<file path="config.mk">
export PLATFORM = sky130hd
export DESIGN_NAME = tnn_feature_loader
export DESIGN_NICKNAME = d
export VERILOG_FILES = /design/src/rtl/tnn_feature_loader.sv
export SDC_FILE = /design/constraint.sdc
export NUM_CORES = 1
export LEC_CHECK = 0
export ABC_AREA = 0
export BUFFER_PORTS_ARGS = -buffer_cell sky130_fd_sc_hd__buf_2
export CORE_MARGIN = 5
export CORE_UTILIZATION = 46
export CTS_CLUSTER_SIZE = 16
export DETAILED_ROUTE_END_ITERATION = 8
export GPL_TIMING_DRIVEN = 0
export HOLD_SLACK_MARGIN = 0.12
export PLACE_DENSITY = 0.71
export SETUP_SLACK_MARGIN = 0.1
export SLEW_MARGIN = 40
export SYNTH_ARGS = -nofsm -noshare
export SYNTH_HDL_FRONTEND = slang
export SYNTH_SLANG_ARGS = --single-unit
</file>
<file path="constraint.sdc">
create_clock -name clk_i -period 1.6 [get_ports clk_i]
set_input_delay 0 -clock clk_i [delete_from_list [all_inputs] [get_ports clk_i]]
set_output_delay 0 -clock clk_i [all_outputs]
set_load 0.01 [all_outputs]
</file>
<file path="src/rtl/tnn_feature_loader.sv">
// -----------------------------------------------------------------------------
// tnn_feature_loader
//
// Front end for the evolved tabular classifier cores. Quantised features arrive
// one per beat on a valid/ready stream; beat k of a frame is feature k and is
// written into the packed core input vector. Once a correctly framed frame has
// been assembled, the loader freezes core_x_o, waits CORE_LAT cycles for the
// external combinational core to settle, captures core_y_i and offers it on a
// valid/ready result channel. Short and long frames raise a one-cycle
// err_frame_o pulse and produce no result; the tail of a long frame is drained.
//
// Optional feature: define TNN_LOADER_STATS_EN to add result statistics
// counters (frame_cnt_o, pos_cnt_o).
//
// Ports
//   clk_i        clock, rising edge
//   rst_ni       asynchronous active-low reset
//   s_valid_i    feature beat valid
//   s_ready_o    loader can accept a beat (registered)
//   s_data_i     feature value, FEAT_W bits
//   s_last_i     final beat of a frame
//   core_x_o     packed core input, feature k at [k*FEAT_W +: FEAT_W]
//   core_y_i     core decision (combinational function of core_x_o)
//   m_valid_o    result valid
//   m_ready_i    result consumer ready
//   m_class_o    captured decision
//   err_frame_o  one-cycle pulse per framing error
//   frame_cnt_o  (TNN_LOADER_STATS_EN) results handed over, wraps at 16 bits
//   pos_cnt_o    (TNN_LOADER_STATS_EN) results handed over with class 1
// -----------------------------------------------------------------------------
module tnn_feature_loader #(
  parameter int N_FEAT   = 5,
  parameter int FEAT_W   = 2,
  parameter int CORE_LAT = 1
) (
  input  logic                       clk_i,
  input  logic                       rst_ni,
  input  logic                       s_valid_i,
  output logic                       s_ready_o,
  input  logic [FEAT_W-1:0]          s_data_i,
  input  logic                       s_last_i,
  output logic [N_FEAT*FEAT_W-1:0]   core_x_o,
  input  logic                       core_y_i,
  output logic                       m_valid_o,
  input  logic                       m_ready_i,
  output logic                       m_class_o,
  output logic                       err_frame_o
`ifdef TNN_LOADER_STATS_EN
  ,
  output logic [15:0]                frame_cnt_o,
  output logic [15:0]                pos_cnt_o
`endif
);

  localparam int IDX_W = (N_FEAT > 1) ? $clog2(N_FEAT) : 1;
  localparam int LAT_W = (CORE_LAT > 1) ? $clog2(CORE_LAT) : 1;
  localparam logic [IDX_W-1:0] IDX_LAST = IDX_W'(N_FEAT - 1);
  localparam logic [LAT_W-1:0] LAT_LAST = LAT_W'(CORE_LAT - 1);

  typedef enum logic [1:0] {
    S_COLLECT = 2'd0,
    S_EVAL    = 2'd1,
    S_OUTPUT  = 2'd2,
    S_DRAIN   = 2'd3
  } state_e;

  state_e                     state_q, state_d;
  logic [IDX_W-1:0]           idx_q, idx_d;
  logic [LAT_W-1:0]           lat_q, lat_d;
  logic [N_FEAT*FEAT_W-1:0]   core_x_q, core_x_d;
  logic                       s_ready_q, s_ready_d;
  logic                       m_valid_q, m_valid_d;
  logic                       m_class_q, m_class_d;
  logic                       err_q, err_d;

  logic beat_acc_s;
  logic res_hs_s;

  assign beat_acc_s = s_valid_i & s_ready_q;
  assign res_hs_s   = m_valid_q & m_ready_i;

  // Next-state and next-output logic for the frame loader FSM.
  always_comb begin
    state_d   = state_q;
    idx_d     = idx_q;
    lat_d     = lat_q;
    core_x_d  = core_x_q;
    m_valid_d = m_valid_q;
    m_class_d = m_class_q;
    err_d     = 1'b0;

    case (state_q)
      S_COLLECT: begin
        if (beat_acc_s) begin
          for (int k = 0; k < N_FEAT; k++) begin
            if (idx_q == IDX_W'(k)) begin
              core_x_d[k*FEAT_W +: FEAT_W] = s_data_i;
            end else begin
              core_x_d[k*FEAT_W +: FEAT_W] = core_x_q[k*FEAT_W +: FEAT_W];
            end
          end
          if (idx_q == IDX_LAST) begin
            idx_d = {IDX_W{1'b0}};
            if (s_last_i) begin
              lat_d   = {LAT_W{1'b0}};
              state_d = S_EVAL;
            end else begin
              // Frame longer than N_FEAT: keep the first N_FEAT beats, drop the rest.
              err_d   = 1'b1;
              state_d = S_DRAIN;
            end
          end else if (s_last_i) begin
            // Short frame: discarded, stale features from earlier frames remain.
            err_d = 1'b1;
            idx_d = {IDX_W{1'b0}};
          end else begin
            idx_d = idx_q + 1'b1;
          end
        end else begin
          idx_d = idx_q;
        end
      end

      S_EVAL: begin
        if (lat_q == LAT_LAST) begin
          m_class_d = core_y_i;
          m_valid_d = 1'b1;
          state_d   = S_OUTPUT;
        end else begin
          lat_d = lat_q + 1'b1;
        end
      end

      S_OUTPUT: begin
        if (res_hs_s) begin
          m_valid_d = 1'b0;
          state_d   = S_COLLECT;
        end else begin
          m_valid_d = m_valid_q;
        end
      end

      S_DRAIN: begin
        if (beat_acc_s && s_last_i) begin
          idx_d   = {IDX_W{1'b0}};
          state_d = S_COLLECT;
        end else begin
          state_d = S_DRAIN;
        end
      end

      default: begin
        state_d = S_COLLECT;
        idx_d   = {IDX_W{1'b0}};
      end
    endcase

    // Registered ready: it follows the state being entered, so it is already
    // correct in the first cycle of COLLECT/DRAIN and low right after reset.
    s_ready_d = (state_d == S_COLLECT) || (state_d == S_DRAIN);
  end

  // State and output registers.
  always_ff @(posedge clk_i or negedge rst_ni) begin
    if (!rst_ni) begin
      state_q   <= S_COLLECT;
      idx_q     <= {IDX_W{1'b0}};
      lat_q     <= {LAT_W{1'b0}};
      core_x_q  <= {(N_FEAT*FEAT_W){1'b0}};
      s_ready_q <= 1'b0;
      m_valid_q <= 1'b0;
      m_class_q <= 1'b0;
      err_q     <= 1'b0;
    end else begin
      state_q   <= state_d;
      idx_q     <= idx_d;
      lat_q     <= lat_d;
      core_x_q  <= core_x_d;
      s_ready_q <= s_ready_d;
      m_valid_q <= m_valid_d;
      m_class_q <= m_class_d;
      err_q     <= err_d;
    end
  end

  assign s_ready_o   = s_ready_q;
  assign core_x_o    = core_x_q;
  assign m_valid_o   = m_valid_q;
  assign m_class_o   = m_class_q;
  assign err_frame_o = err_q;

`ifdef TNN_LOADER_STATS_EN
  logic [15:0] frame_cnt_q, frame_cnt_d;
  logic [15:0] pos_cnt_q, pos_cnt_d;

  // Result statistics; counters wrap naturally at 16 bits.
  always_comb begin
    frame_cnt_d = frame_cnt_q;
    pos_cnt_d   = pos_cnt_q;
    if (res_hs_s) begin
      frame_cnt_d = frame_cnt_q + 16'd1;
      if (m_class_q) begin
        pos_cnt_d = pos_cnt_q + 16'd1;
      end else begin
        pos_cnt_d = pos_cnt_q;
      end
    end else begin
      frame_cnt_d = frame_cnt_q;
    end
  end

  // Statistics registers.
  always_ff @(posedge clk_i or negedge rst_ni) begin
    if (!rst_ni) begin
      frame_cnt_q <= 16'd0;
      pos_cnt_q   <= 16'd0;
    end else begin
      frame_cnt_q <= frame_cnt_d;
      pos_cnt_q   <= pos_cnt_d;
    end
  end

  assign frame_cnt_o = frame_cnt_q;
  assign pos_cnt_o   = pos_cnt_q;
`else
  // Statistics counters are not built in this configuration.
`endif

endmodule

</file>
**Yosys cells after proc, flatten, opt, wreduce, memory -nomap -nowiden**

Index checks and enable logic that the tools add are counted.

- Flip-flop bits (word level): 20
- Word-level logic and storage cells: 73
- Output and inout bits: 14

- Equality and inequality tests: 14
- Reductions and logical operators: 17
- Mux-type cells: 25
- Bitwise gates (word level): 3
- $add $sub $neg: 2

Operators by type and width:

| operator | count |
|---|---|
| $reduce_and 3->1 | 7 |
| $mux 2 | 6 |
| $mux 3 | 4 |
| $ne 2x2->1 const B | 6 |
| $mux 1 | 11 |
| $pmux 2 s4 | 1 |
| $eq 2x2->1 const B | 3 |
| $eq 3x2->1 const B | 2 |
| $pmux 3 s2 | 1 |
| $reduce_bool 2->1 | 3 |
| $logic_not 2->1 | 2 |
| $pmux 1 s2 | 2 |
| $reduce_and 4->1 | 1 |
| $add 3x1->3 const B | 1 |
| $eq 3x1->1 const B | 1 |
| $eq 3x3->1 const B | 1 |
| $logic_not 3->1 | 1 |
| $and 1x1->1 | 2 |
| $eq 2x1->1 const B | 1 |
| $reduce_and 2->1 | 1 |
| $add 1x1->1 const B | 1 |
| $logic_and 1x1->1 | 1 |
| $logic_or 1x1->1 | 1 |
| $not 1->1 | 1 |

**Logic depth before layout (Yosys ltp)**

Gate-level depths: netlist (run 1).

- Word-level depth: 6
- Gate-level depth with buffers: 5

**Least setup slack after synthesis (run 1)**

Ideal clock, no wire load.

- Path type: register to register
- Start: register state_q[1]
- End: register core_x_q[8], in the netlist core_x_o[8]
- Period minus slack after synthesis: 1,477 ps
- Stages on the path, launching flop included: 5
- Arrival: 1,352 ps
- Setup slack: 123 ps
- Path through: dfrtp_1 nor4bb_1 buf_4 nor2b_4 mux2_2

- Longest elaborated chain between the ends: 2

Ends and longest elaborated chain:

| what | RTL line | text |
|---|---|---|
| from (decl) | 67 | `state_e state_q, state_d;` |
| from (signal assigned) | 175 | `state_q <= state_d;` |
| $logic_not 2->1 | 92 | `case (state_q)` |
| $reduce_and 3->1 (no source line) | - |  |
| to (signal assigned) | 169 | `core_x_q <= {(N_FEAT*FEAT_W){1'b0}};` |
| to (signal assigned) | 178 | `core_x_q <= core_x_d;` |
| to (decl) | 70 | `logic [N_FEAT*FEAT_W-1:0] core_x_q, core_x_d;` |

No other way between the ends.
A chain may end at the register's enable or synchronous reset.

**Final worst setup path (run 1)**

- Start: register state_q[0]
- End: register core_x_q[9], in the netlist core_x_o[9]

The elaborated chain is that of the path after synthesis.

==> out/qor.csv, run 1 <==
stage,metric,value,unit
final_layout,Diodes inserted,0,
cts,clock root buffer,clkbuf_4,
drt,post-route antenna net violation count,0,
die,Die ar.,2957,um^2
cts,H-tree levels,1,
die,starting density of the core,0.4714,
timing,RSZ-0062 raised after global routing,true,
yosys,most frequent cell after synthesis,dfrtp_1,
yosys,Syn Nets,85,
timing,Slew @ Worst Pin,0.4123,ns
yosys,register bit count reported by yosys,19,
grt,first-pass GRT wire length,3201,um
setup_path,slowest CP cell,dfrtp_2,
setup_path,"Buf+Inv Stages, Crit Path",1,
final_layout,Post-Layout Inst Area,1201,um^2
timing,Final Hold Vio Count,0,
drt,Routed WL,1752,um
setup_path,CP Cell Sequence,"nor4bb_1, buf_4, nor2b_4, mux2_4",
setup_path,R2R depth,4,
die,DIE WIDTH,54.38,um
setup_path,worst-path fanout max,7,
grt,GRT Resource Usage Total,0.1572,
timing,"Period Utilization, post-route",0.9525,
drt,DRT iter0 DRCs,9,
die,Row Count,16,
placement,I/O Buffers,21,
placement,Final GP Congestion,0.7541,
timing,max-slew violation count,0,
die,I/O pin count,22,
setup_path,WP data required,1.81,ns
cts,total CTS buffers,3,
yosys,Mean Syn Cell Area,12.58,um^2
grt,vias in the first global route,721,
timing,Final setup viols,0,
setup_path,critical setup path kind,reg2reg,
timing,fin crit period,1.524,ns
drt,detail-routed via count per cell,4.796,
drt,total number of vias,657,
setup_path,Critical Path Start Type,flop,
yosys,Synth warnings,0,
yosys,ranking of synthesized cells by area,"dfrtp_1 (52%), mux2_1 (7.5%), ha_1 (6.9%)",
power_and_ir_drop,PD cells,1503,nW/um^2
setup_path,worst r2r dst,core_x_o[9],
timing,Clock Skew,0.007283,ns
final_layout,Fill cells,170,
grt,maximum number of pins on one net before global-route repair,20,
yosys,largest area contributor in the netlist,dfrtp_1,
yosys,mapped cell area,905.9,um^2
timing,setup TNS,0,ns
drt,wire per inst,12.79,um
setup_path,"CP delay by family, top",simple AND/OR/NAND/NOR gates,
yosys,Post-synth top cells,"dfrtp_1 (19), nand2_1 (7), mux2_1 (6)",
grt,initial antenna violation count,0,
worst_hold_path,Hold Crit Class,in2async,
cts,worst-skew pair later-pin latency,0.31,ns
power_and_ir_drop,peak supply drop,845.8,uV
setup_path,Crit path arrival time,1.73,ns
timing,fmax,0.6561,GHz
drt,DR pass1 iterations,3,
die,DIE HEIGHT,54.38,um
yosys,fraction of registers with async set/reset,1.000,
drt,Remaining DRCs,0,
power_and_ir_drop,Lkg Pwr,0.5900,nW
die,core box area,1922,um^2
yosys,ys flop type,dfrtp_1,
timing,Rel. slew slack,0.7251,
cts,Worst-path clk slew,0.11,ns
run,max cap viols,0,
run_status,outcome,completed,
setup_path,max incr delay on CP,0.42,ns
cts,CTS tree,yes,
setup_path,Worst setup EP type,flop,
yosys,post-synthesis cell type count,25,
placement,area post-placement,1045,um^2
setup_path,worst r2r src,state_q[0],
cts,Max Buffers Root-to-Sink,2,
yosys,"EDFF count, synth",0,
yosys,sequential fraction of the synthesis area,0.5249,
yosys,Gate Count Post-Synth,72,
final_layout,share of cells above drive strength 1,0.4545,
grt,total global routing overflow,0,
timing,hold slack,0.1453,ns
final_layout,Nets,124,
yosys,top-area cell type share of the netlist area,0.5249,
cts,CTS Sinks,19,
final_layout,area delta synth->final,32.60,%
placement,Post-DP HPWL,1241,um
setup_path,r2r setup slk,0.08,ns
-- repair_timing --
| action | in CTS | in global routing |
|---|---|---|
| setup endpoints to repair | 7 | 6 |
| resized for setup | 4 | 1 |
| hold buffers | 7 | 0 |
| hold endpoints to repair | 36 | 0 |
| buffers inserted | 4 | 2 |
| pin swaps | 1 | 0 |
-- area by class of cell --
cell class / count / area, um^2 / share of cell area
Multi-Input combinational cell: 47 / 416.7 / 0.3469
Clock buffer: 3 / 22.52 / 0.01875
Timing Repair Buffer: 34 / 220.2 / 0.1833
Buffer: 1 / 7.507 / 0.006250
Clock inverter: 1 / 5.005 / 0.004167
Sequential cell: 19 / 476.7 / 0.3969
Tap cell: 27 / 33.78 / 0.02813
Inverter: 5 / 18.77 / 0.01563
-- flip-flops by register name, indices dropped and copies added, names as in the netlist --
name / count
state_q: 2
core_x_o: 10
err_frame_o: 1
idx_q: 3
m_class_o: 1
m_valid_o: 1
s_ready_o: 1
-- layout by cell type (no fill, tap or decap), types with 3 or more instances in the layout --
master	instances
a21oi_1	3
buf_2	21
buf_4	7
clkbuf_4	3
dfrtp_1	18
dlygate4sd3_1	7
ha_1	4
inv_1	5
mux2_1	6
mux2_2	3
nand2_1	6
nand3_2	3
-- routing by layer --
| layer | part of all wire | GRT usage | up-vias |
|---|---|---|---|
| met2 | 0.47 | 0.2590 | 18 |
| li1 | - | - | 326 |
| met4 | 0.027 | 0.09959 | 0 |
| met1 | 0.46 | 0.1848 | 308 |
| met3 | 0.042 | 0.03270 | 5 |
| met5 | 0 | 0 | - |
-- report_power, final --
| part | switching, mW | internal, mW |
|---|---|---|
| registers | 0.105 | 0.662 |
| logic | 0.373 | 0.416 |
| clock network | 0.156 | 0.0935 |
| total | 0.635 | 1.17 |
-- how the worst max path moves through the flow --
stage | from | end | slack, ns | cells past startpoint
2_1_floorplan | state_q[1] | core_x_o[8] | 0.12 | 4
3_3_place_gp | state_q[1] | core_x_o[8] | 0.03 | 4
3_5_place_dp | state_q[1] | core_x_o[8] | 0.02 | 4
4_1_cts | state_q[0] | core_x_o[8] | 0.09 | 4
5_1_grt | s_ready_o | core_x_o[9] | 0.02 | 4
6_report | state_q[0] | core_x_o[9] | 0.08 | 4
-- worst register-to-register path: cells and delay by family, from the launching register on --
kind,cells,cell delay (ns)
buffers and inverters,1,0.20
and+or+nand+nor,2,0.48
muxes,1,0.32
DFF,1,0.42
-- kinds of logic (layout without fill, tap and decap cells) --
kind of cell / count (synthesis) / count (layout) / synth area share
adders and majority gates: 5 / 5 / 0.06906
buffers and inverters: 6 / 44 / 0.02901
AOI/OAI and AO/OA: 12 / 12 / 0.09807
muxes: 11 / 11 / 0.1367
and+or+nand+nor: 18 / 18 / 0.1326
DFF: 19 / 19 / 0.5249
xor gates and xnor gates: 1 / 1 / 0.009670
-- through the flow --
step,setup WS (ns),std cells,utilization,power [mW]
2_1_floorplan,0.1233,72,-,1.222
3_3_place_gp,0.02614,120,0.5436,1.448
3_5_place_dp,0.01562,120,0.5436,1.474
4_1_cts,0.08619,135,0.6159,1.793
5_1_grt,0.02254,137,0.6250,1.965
6_report,0.07594,137,0.6250,1.806
(Power assumes the default switching activity.)
==> inputs of run 2 (changes only) <==
--- a/config.mk
+++ b/config.mk
@@ -8,12 +8,13 @@
 export ABC_AREA = 0
 export BUFFER_PORTS_ARGS = -buffer_cell sky130_fd_sc_hd__buf_2
 export CORE_MARGIN = 5
-export CORE_UTILIZATION = 46
+export CORE_UTILIZATION = 49
+export CTS_BUF_LIST = sky130_fd_sc_hd__clkbuf_8
 export CTS_CLUSTER_SIZE = 16
 export DETAILED_ROUTE_END_ITERATION = 8
 export GPL_TIMING_DRIVEN = 0
 export HOLD_SLACK_MARGIN = 0.12
-export PLACE_DENSITY = 0.71
+export PLACE_DENSITY = 0.75
 export SETUP_SLACK_MARGIN = 0.1
 export SLEW_MARGIN = 40
 export SYNTH_ARGS = -nofsm -noshare
==> run 2 against run 1 <==
Critical path depth is 1 higher. Largest power group unchanged. Critical path type unchanged. Sequential share of layout area shrank 2.4 points. Power rose by 17%. Via count up 3.8%. Die area fell by 5.0%. Sequential cell count unchanged. Global-route usage rose by 0.076 points.
==> out/qor.csv, run 2 (synthesized netlist as in run 1, its figures left out) <==
stage,metric,value,unit,change
final_layout,max reg flops,10,,unchanged
die,Row Count,15,,was 16
drt,wire per inst,16.01,um,was 12.79 um
timing,fmax,0.6615,GHz,was 0.6561 GHz
grt,total global routing overflow,0,,unchanged
setup_path,Critical Path Start Type,flop,,unchanged
run_status,outcome,completed,,unchanged
timing,setup slack after layout,0.08822,ns,was 0.07594 ns
timing,Final Hold Vio Count,0,,unchanged
drt,Routed WL,2145,um,was 1752 um
power_and_ir_drop,Pint,1.379,mW,was 1.171 mW
setup_path,WP data required,1.74,ns,was 1.81 ns
cts,Worst-path clk slew,0.07,ns,was 0.11 ns
timing,setup TNS,0,ns,unchanged
grt,first-pass GRT wire length,3215,um,was 3201 um
cts,Max Buffers Root-to-Sink,2,,unchanged
cts,worst-skew pair later-pin latency,0.25,ns,was 0.31 ns
cts,CTS Sinks,19,,unchanged
setup_path,"Buf+Inv Stages, Crit Path",2,,was 1
drt,DR pass1 iterations,4,,was 3
grt,initial antenna violation count,0,,unchanged
timing,Slew @ Worst Pin,0.4199,ns,was 0.4123 ns
grt,GRT Resource Usage Total,0.1579,,was 0.1572
worst_hold_path,Hold Crit Class,in2reg,,was in2async
setup_path,worst-path fanout max,4,,was 7
final_layout,share of cells above drive strength 1,0.5413,,was 0.4545
timing,Final setup viols,0,,unchanged
cts,CTS tree,yes,,unchanged
drt,Remaining DRCs,0,,unchanged
drt,total number of vias,682,,was 657
cts,clock root buffer,clkbuf_8,,was clkbuf_4
placement,I/O Buffers,21,,unchanged
power_and_ir_drop,Seq pwr share,0.374,,was 0.425
timing,Rel. slew slack,0.7201,,was 0.7251
timing,fin crit period,1.512,ns,was 1.524 ns
setup_path,"CP delay by family, top",flip-flops,,was simple AND/OR/NAND/NOR gates
setup_path,cell count along the critical path,5,,was 4
placement,Placed Instances,118,,was 120
die,I/O pin count,22,,unchanged
die,starting density of the core,0.5190,,was 0.4714
grt,vias in the first global route,728,,was 721
final_layout,"leading cell type in the layout, fill and taps excluded",buf_2,,unchanged
drt,post-route antenna net violation count,0,,unchanged
final_layout,Diodes inserted,0,,unchanged
power_and_ir_drop,peak supply drop,839.0,uV,was 845.8 uV
run,max cap viols,0,,unchanged
placement,Place WS,-0.02199,ns,was 0.01562 ns
setup_path,Crit path arrival time,1.65,ns,was 1.73 ns
power_and_ir_drop,Switch Pwr,726.6,uW,was 634.5 uW
setup_path,slowest CP cell,dfrtp_2,,unchanged
setup_path,critical setup path kind,reg2reg,,unchanged
setup_path,max incr delay on CP,0.42,ns,about the same
power_and_ir_drop,Comb pwr share,0.472,,was 0.437
final_layout,post-route insts no fill,134,,was 137
timing,max-slew violation count,0,,unchanged
setup_path,Worst setup EP type,flop,,unchanged
placement,Final GP Congestion,0.6919,,was 0.7541
setup_path,R2R depth,5,,was 4
cts,H-tree levels,1,,unchanged
power_and_ir_drop,PD cells,1642,nW/um^2,was 1503 nW/um^2
die,DIE WIDTH,53.00,um,was 54.38 um
timing,"Period Utilization, post-route",0.9449,,was 0.9525
power_and_ir_drop,Lkg Pwr,0.6295,nW,was 0.5900 nW
timing,Clock Skew,0.001898,ns,was 0.007283 ns
final_layout,most frequent cells in the layout,"buf_2 (21), dfrtp_1 (17), mux2_4 (8)",,"was buf_2 (21), dfrtp_1 (18), buf_4 (7), dlygate4sd3_1 (7)"
power_and_ir_drop,clock power share,0.154,,was 0.138
final_layout,Final Util,0.7348,,was 0.6250
setup_path,CP Cell Sequence,"nor4bb_2, buf_4, buf_12, nand3_4, mux2_4",,"was nor4bb_1, buf_4, nor2b_4, mux2_4"
die,Die ar.,2808,um^2,was 2957 um^2
cts,total CTS buffers,3,,unchanged
final_layout,Nets,123,,was 124
final_layout,area delta synth->final,41.57,%,was 32.60%
worst_hold_path,WHS Path Cells,3,,
power_and_ir_drop,PnR Total Power,2.106,mW,was 1.806 mW
final_layout,Fill cells,117,,was 170
power_and_ir_drop,Switching Share,0.3450,,was 0.3514
drt,detail-routed via count per cell,5.090,,was 4.796
drt,DRT iter0 DRCs,21,,was 9
die,core box area,1745,um^2,was 1922 um^2
timing,RSZ-0062 raised after global routing,true,,unchanged
grt,maximum number of pins on one net before global-route repair,20,,unchanged
die,DIE HEIGHT,53.00,um,was 54.38 um
## run 2: worst reg2reg max path: stages, from the launching register on
cell	delay (ns)
dfrtp_2	0.42
nor4bb_2	0.27
buf_4	0.18
buf_12	0.12
nand3_4	0.09
mux2_4	0.32
## run 2: power by group through the flow
stage	combinational (mW)	sequential (mW)	clock (mW)
finish	0.993	0.787	0.325
global route	1.07	0.811	0.353
CTS	0.795	0.772	0.329
detailed placement	0.683	0.791	0
global placement	0.663	0.778	0
floorplan	0.374	0.848	0
## run 2: final cells by class
cell class                      count  area [um^2]  area share
Clock buffer                        3        41.29     0.03220
Inverter                            5        18.77     0.01463
Multi-Input combinational cell     47        478.0      0.3727
Sequential cell                    19        478.0      0.3727
Clock inverter                      1        5.005    0.003902
Timing Repair Buffer               33        222.7      0.1737
Buffer                              1        7.507    0.005854
Tap cell                           25        31.28     0.02439
## run 2: metrics by stage
| stage | hold WS (ns) | cell area [um^2] |
|---|---|---|
| 2_1_floorplan | -0.2956 | 905.9 |
| 3_3_place_gp | -0.04747 | 1042 |
| 3_5_place_dp | -0.04547 | 1042 |
| 4_1_cts | 0.1422 | 1204 |
| 5_1_grt | 0.1511 | 1282 |
| 6_report | 0.1681 | 1282 |
## run 2: final timing paths
kind	from	end	slack, ns
max	state_q[1]	core_x_o[4]	0.09
min	s_valid_i	state_q[0]	0.17
max reg2reg	state_q[1]	core_x_o[4]	0.09
min reg2reg	m_class_o	m_class_o	0.51
max in group asynchronous	rst_ni	state_q[0]	1.07
min in group asynchronous	rst_ni	s_ready_o	0.21
## run 2: repair_timing
action                                  in CTS  in global routing
hold buffers                                 6                  0
endpoints found under the setup margin       8                 11
resized for setup                            3                 15
pin swaps                                    1                  2
hold endpoints to repair                    33                  0
setup buffers                                5                  1
## run 2: metal layers
layer  track usage  wire length [um]
met5             0                 0
met2        0.2707              1130
met1        0.1904               910
met3       0.02535                72
met4       0.07660                31
==> inputs of run 3 (changes only) <==
--- a/config.mk
+++ b/config.mk
@@ -6,15 +6,16 @@
 export NUM_CORES = 1
 export LEC_CHECK = 0
 export ABC_AREA = 0
+export ABC_CLOCK_PERIOD_IN_PS = 1800
 export BUFFER_PORTS_ARGS = -buffer_cell sky130_fd_sc_hd__buf_2
 export CORE_MARGIN = 5
-export CORE_UTILIZATION = 49
+export CORE_UTILIZATION = 58
 export CTS_BUF_LIST = sky130_fd_sc_hd__clkbuf_8
 export CTS_CLUSTER_SIZE = 16
 export DETAILED_ROUTE_END_ITERATION = 8
 export GPL_TIMING_DRIVEN = 0
 export HOLD_SLACK_MARGIN = 0.12
-export PLACE_DENSITY = 0.75
+export PLACE_DENSITY = 0.84
 export SETUP_SLACK_MARGIN = 0.1
 export SLEW_MARGIN = 40
 export SYNTH_ARGS = -nofsm -noshare
==> constraint.sdc (replaced) <==
create_clock -name clk_i -period 1.8 [get_ports clk_i]
set_input_delay 0 -clock clk_i [delete_from_list [all_inputs] [get_ports clk_i]]
set_output_delay 0 -clock clk_i [all_outputs]
set_load 0.01 [all_outputs]
==> run 3 against run 2 <==
Sequential power shrank 12%. First-iteration DRC count shrank 90%. Hold slack lost 0.0072 ns. Sequential share of layout area grew 4.6 points. Critical path type unchanged. Sequential cell count is the same. Highest routed layer unchanged.
==> out/qor.csv, run 3 (synthesized netlist as in run 1, its figures left out) <==
stage,metric,value,unit,change
final_layout,share of cells above drive strength 1,0.3883,,was 0.5413
drt,total number of vias,613,,was 682
timing,Rel. slew slack,0.7367,,was 0.7201
power_and_ir_drop,Lkg Pwr,0.5637,nW,was 0.6295 nW
die,Die ar.,2452,um^2,was 2808 um^2
cts,clock root buffer,clkbuf_8,,unchanged
setup_path,R2R depth,4,,was 5
die,Row Count,14,,was 15
power_and_ir_drop,PnR Total Power,1.586,mW,was 2.106 mW
power_and_ir_drop,peak supply drop,786.4,uV,was 839.0 uV
timing,Slew @ Worst Pin,0.3950,ns,was 0.4199 ns
drt,post-route antenna net violation count,0,,unchanged
setup_path,critical setup path kind,reg2reg,,unchanged
die,DIE WIDTH,49.52,um,was 53.00 um
setup_path,worst r2r src,state_q[1],,unchanged
power_and_ir_drop,Switching Share,0.3396,,was 0.3450
drt,DRT iter0 DRCs,2,,was 21
placement,Final GP Congestion,0.7736,,was 0.6919
grt,maximum number of pins on one net before global-route repair,20,,unchanged
timing,"Period Utilization, post-route",0.8880,,was 0.9449
power_and_ir_drop,PD cells,1396,nW/um^2,was 1642 nW/um^2
drt,DR pass1 iterations,2,,was 4
cts,post-CTS setup buffer count,0,,was 5
final_layout,max reg flops,10,,unchanged
grt,first-pass GRT wire length,2891,um,was 3215 um
die,I/O pin count,22,,unchanged
final_layout,Storage cell area,475.5,um^2,was 478.0 um^2
worst_hold_path,Hold Crit Class,in2reg,,unchanged
setup_path,WP data required,1.93,ns,was 1.74 ns
grt,initial antenna violation count,0,,unchanged
setup_path,Worst setup EP type,flop,,unchanged
drt,Routed WL,1654,um,was 2145 um
cts,Max Buffers Root-to-Sink,2,,unchanged
run_status,outcome,completed,,unchanged
cts,total CTS buffers,3,,unchanged
grt,vias in the first global route,624,,was 728
power_and_ir_drop,Comb pwr share,0.385,,was 0.472
die,core box area,1489,um^2,was 1745 um^2
final_layout,area of the multi-input gates,404.1,um^2,was 478.0 um^2
timing,setup TNS,0,ns,unchanged
cts,CTS Sinks,19,,unchanged
worst_hold_path,worst hold path startpoint,s_valid_i,,unchanged
power_and_ir_drop,clock power share,0.177,,was 0.154
drt,wire per inst,13.90,um,was 16.01 um
placement,area post-placement,1031,um^2,was 1042 um^2
final_layout,"leading cell type in the layout, fill and taps excluded",buf_2,,unchanged
final_layout,Nets,117,,was 123
final_layout,Diodes inserted,0,,unchanged
cts,worst-skew pair later-pin latency,0.25,ns,about the same
grt,GRT Resource Usage Total,0.1482,,was 0.1579
setup_path,Critical Path Start Type,flop,,unchanged
cts,Worst-path clk slew,0.07,ns,about the same
die,DIE HEIGHT,49.52,um,was 53.00 um
final_layout,area delta synth->final,25.41,%,was 41.57%
timing,fmax,0.6256,GHz,was 0.6615 GHz
final_layout,most frequent cells in the layout,"buf_2 (21), dfrtp_1 (19), nand2_1 (7)",,"was buf_2 (21), dfrtp_1 (17), mux2_4 (8)"
placement,Post-DP HPWL,1172,um,
setup_path,r2r setup slk,0.20,ns,was 0.09 ns
final_layout,Fill cells,99,,was 117
worst_hold_path,WHS Path Cells,3,,unchanged
run,max cap viols,0,,unchanged
cts,CTS tree,yes,,unchanged
cts,H-tree levels,1,,unchanged
drt,detail-routed via count per cell,5.151,,was 5.090
cts,CTS resizes,0,,was 3
timing,RSZ-0062 raised after global routing,false,,was true
timing,Final setup viols,0,,unchanged
timing,max-slew violation count,0,,unchanged
cts,Post-CTS Hold Fix Bufs,6,,unchanged
drt,Remaining DRCs,0,,unchanged
setup_path,worst r2r dst,core_x_o[8],,was core_x_o[4]
grt,total global routing overflow,0,,unchanged
setup_path,Crit path arrival time,1.73,ns,was 1.65 ns
die,starting density of the core,0.6084,,was 0.5190
power_and_ir_drop,Seq pwr share,0.438,,was 0.374
placement,I/O Buffers,21,,unchanged
power_and_ir_drop,Pint,1.047,mW,was 1.379 mW
power_and_ir_drop,Switch Pwr,538.4,uW,was 726.6 uW
timing,Final Hold Vio Count,0,,unchanged
timing,Clock Skew,0.001836,ns,was 0.001898 ns
timing,fin crit period,1.598,ns,was 1.512 ns
final_layout,Post-Layout Inst Area,1136,um^2,was 1282 um^2
worst_hold_path,WHS Endpoint,state_q[0],,unchanged
setup_path,worst-path fanout max,9,,was 4
## run 3: cell types whose count changed in the layout (fill, tap and decap cells not counted), sizes merged
| cell | delta |
|---|---|
| buf | -6 |
| inv | +1 |
| clkinv | -1 |
## run 3: power groups by stage
stage	sequential (mW)	clock [mW]	combinational (mW)
detailed placement	0.701	0	0.602
floorplan	0.754	0	0.332
global placement	0.691	0	0.585
global route	0.723	0.314	0.671
CTS	0.694	0.288	0.620
finish	0.695	0.280	0.610
## run 3: final cells by class
class | count | share of cell area
flip-flops and latches | 19 | 0.4185
clock inverters | 1 | 0.003304
well taps | 16 | 0.01762
plain buffers | 1 | 0.006608
repair buffers | 27 | 0.1454
clock buffers | 3 | 0.03634
inverters | 5 | 0.01652
multi-input cells | 47 | 0.3557
## run 3: worst max-delay path by stage
| stage | startpoint | to | slack [ns] |
|---|---|---|---|
| final | state_q[1] | core_x_o[8] | 0.20 |
| after global routing | state_q[0] | core_x_o[8] | 0.11 |
| after CTS | state_q[1] | core_x_o[8] | 0.20 |
| after detailed placement | state_q[1] | core_x_o[8] | 0.20 |
| after global placement | state_q[0] | core_x_o[8] | 0.21 |
| after floorplan | state_q[1] | core_x_o[8] | 0.32 |
## run 3: per-layer routing
| metal | up-vias | wire [um] | track usage |
|---|---|---|---|
| met1 | 294 | 744 | 0.1915 |
| met2 | 8 | 831 | 0.2394 |
| li1 | 309 | - | - |
| met4 | 0 | 13 | 0.06550 |
| met5 | - | 0 | 0 |
| met3 | 2 | 64 | 0.02711 |
## run 3: through the flow
step	worst slack (ns)	instances	utilization	hold WS, ns
2_1_floorplan	0.3233	72	-	-0.2956
3_3_place_gp	0.2058	109	0.6924	-0.04955
3_5_place_dp	0.2018	109	0.6924	-0.04571
4_1_cts	0.2022	119	0.7630	0.1339
5_1_grt	0.1120	119	0.7630	0.1636
6_report	0.2015	119	0.7630	0.1610
## run 3: worst max-delay path, stage by stage (launching register included)
cell and delay, ns:
dfrtp_1 0.45, nor4bb_1 0.29, buf_4 0.22, nor2b_4 0.19
mux2_2 0.34
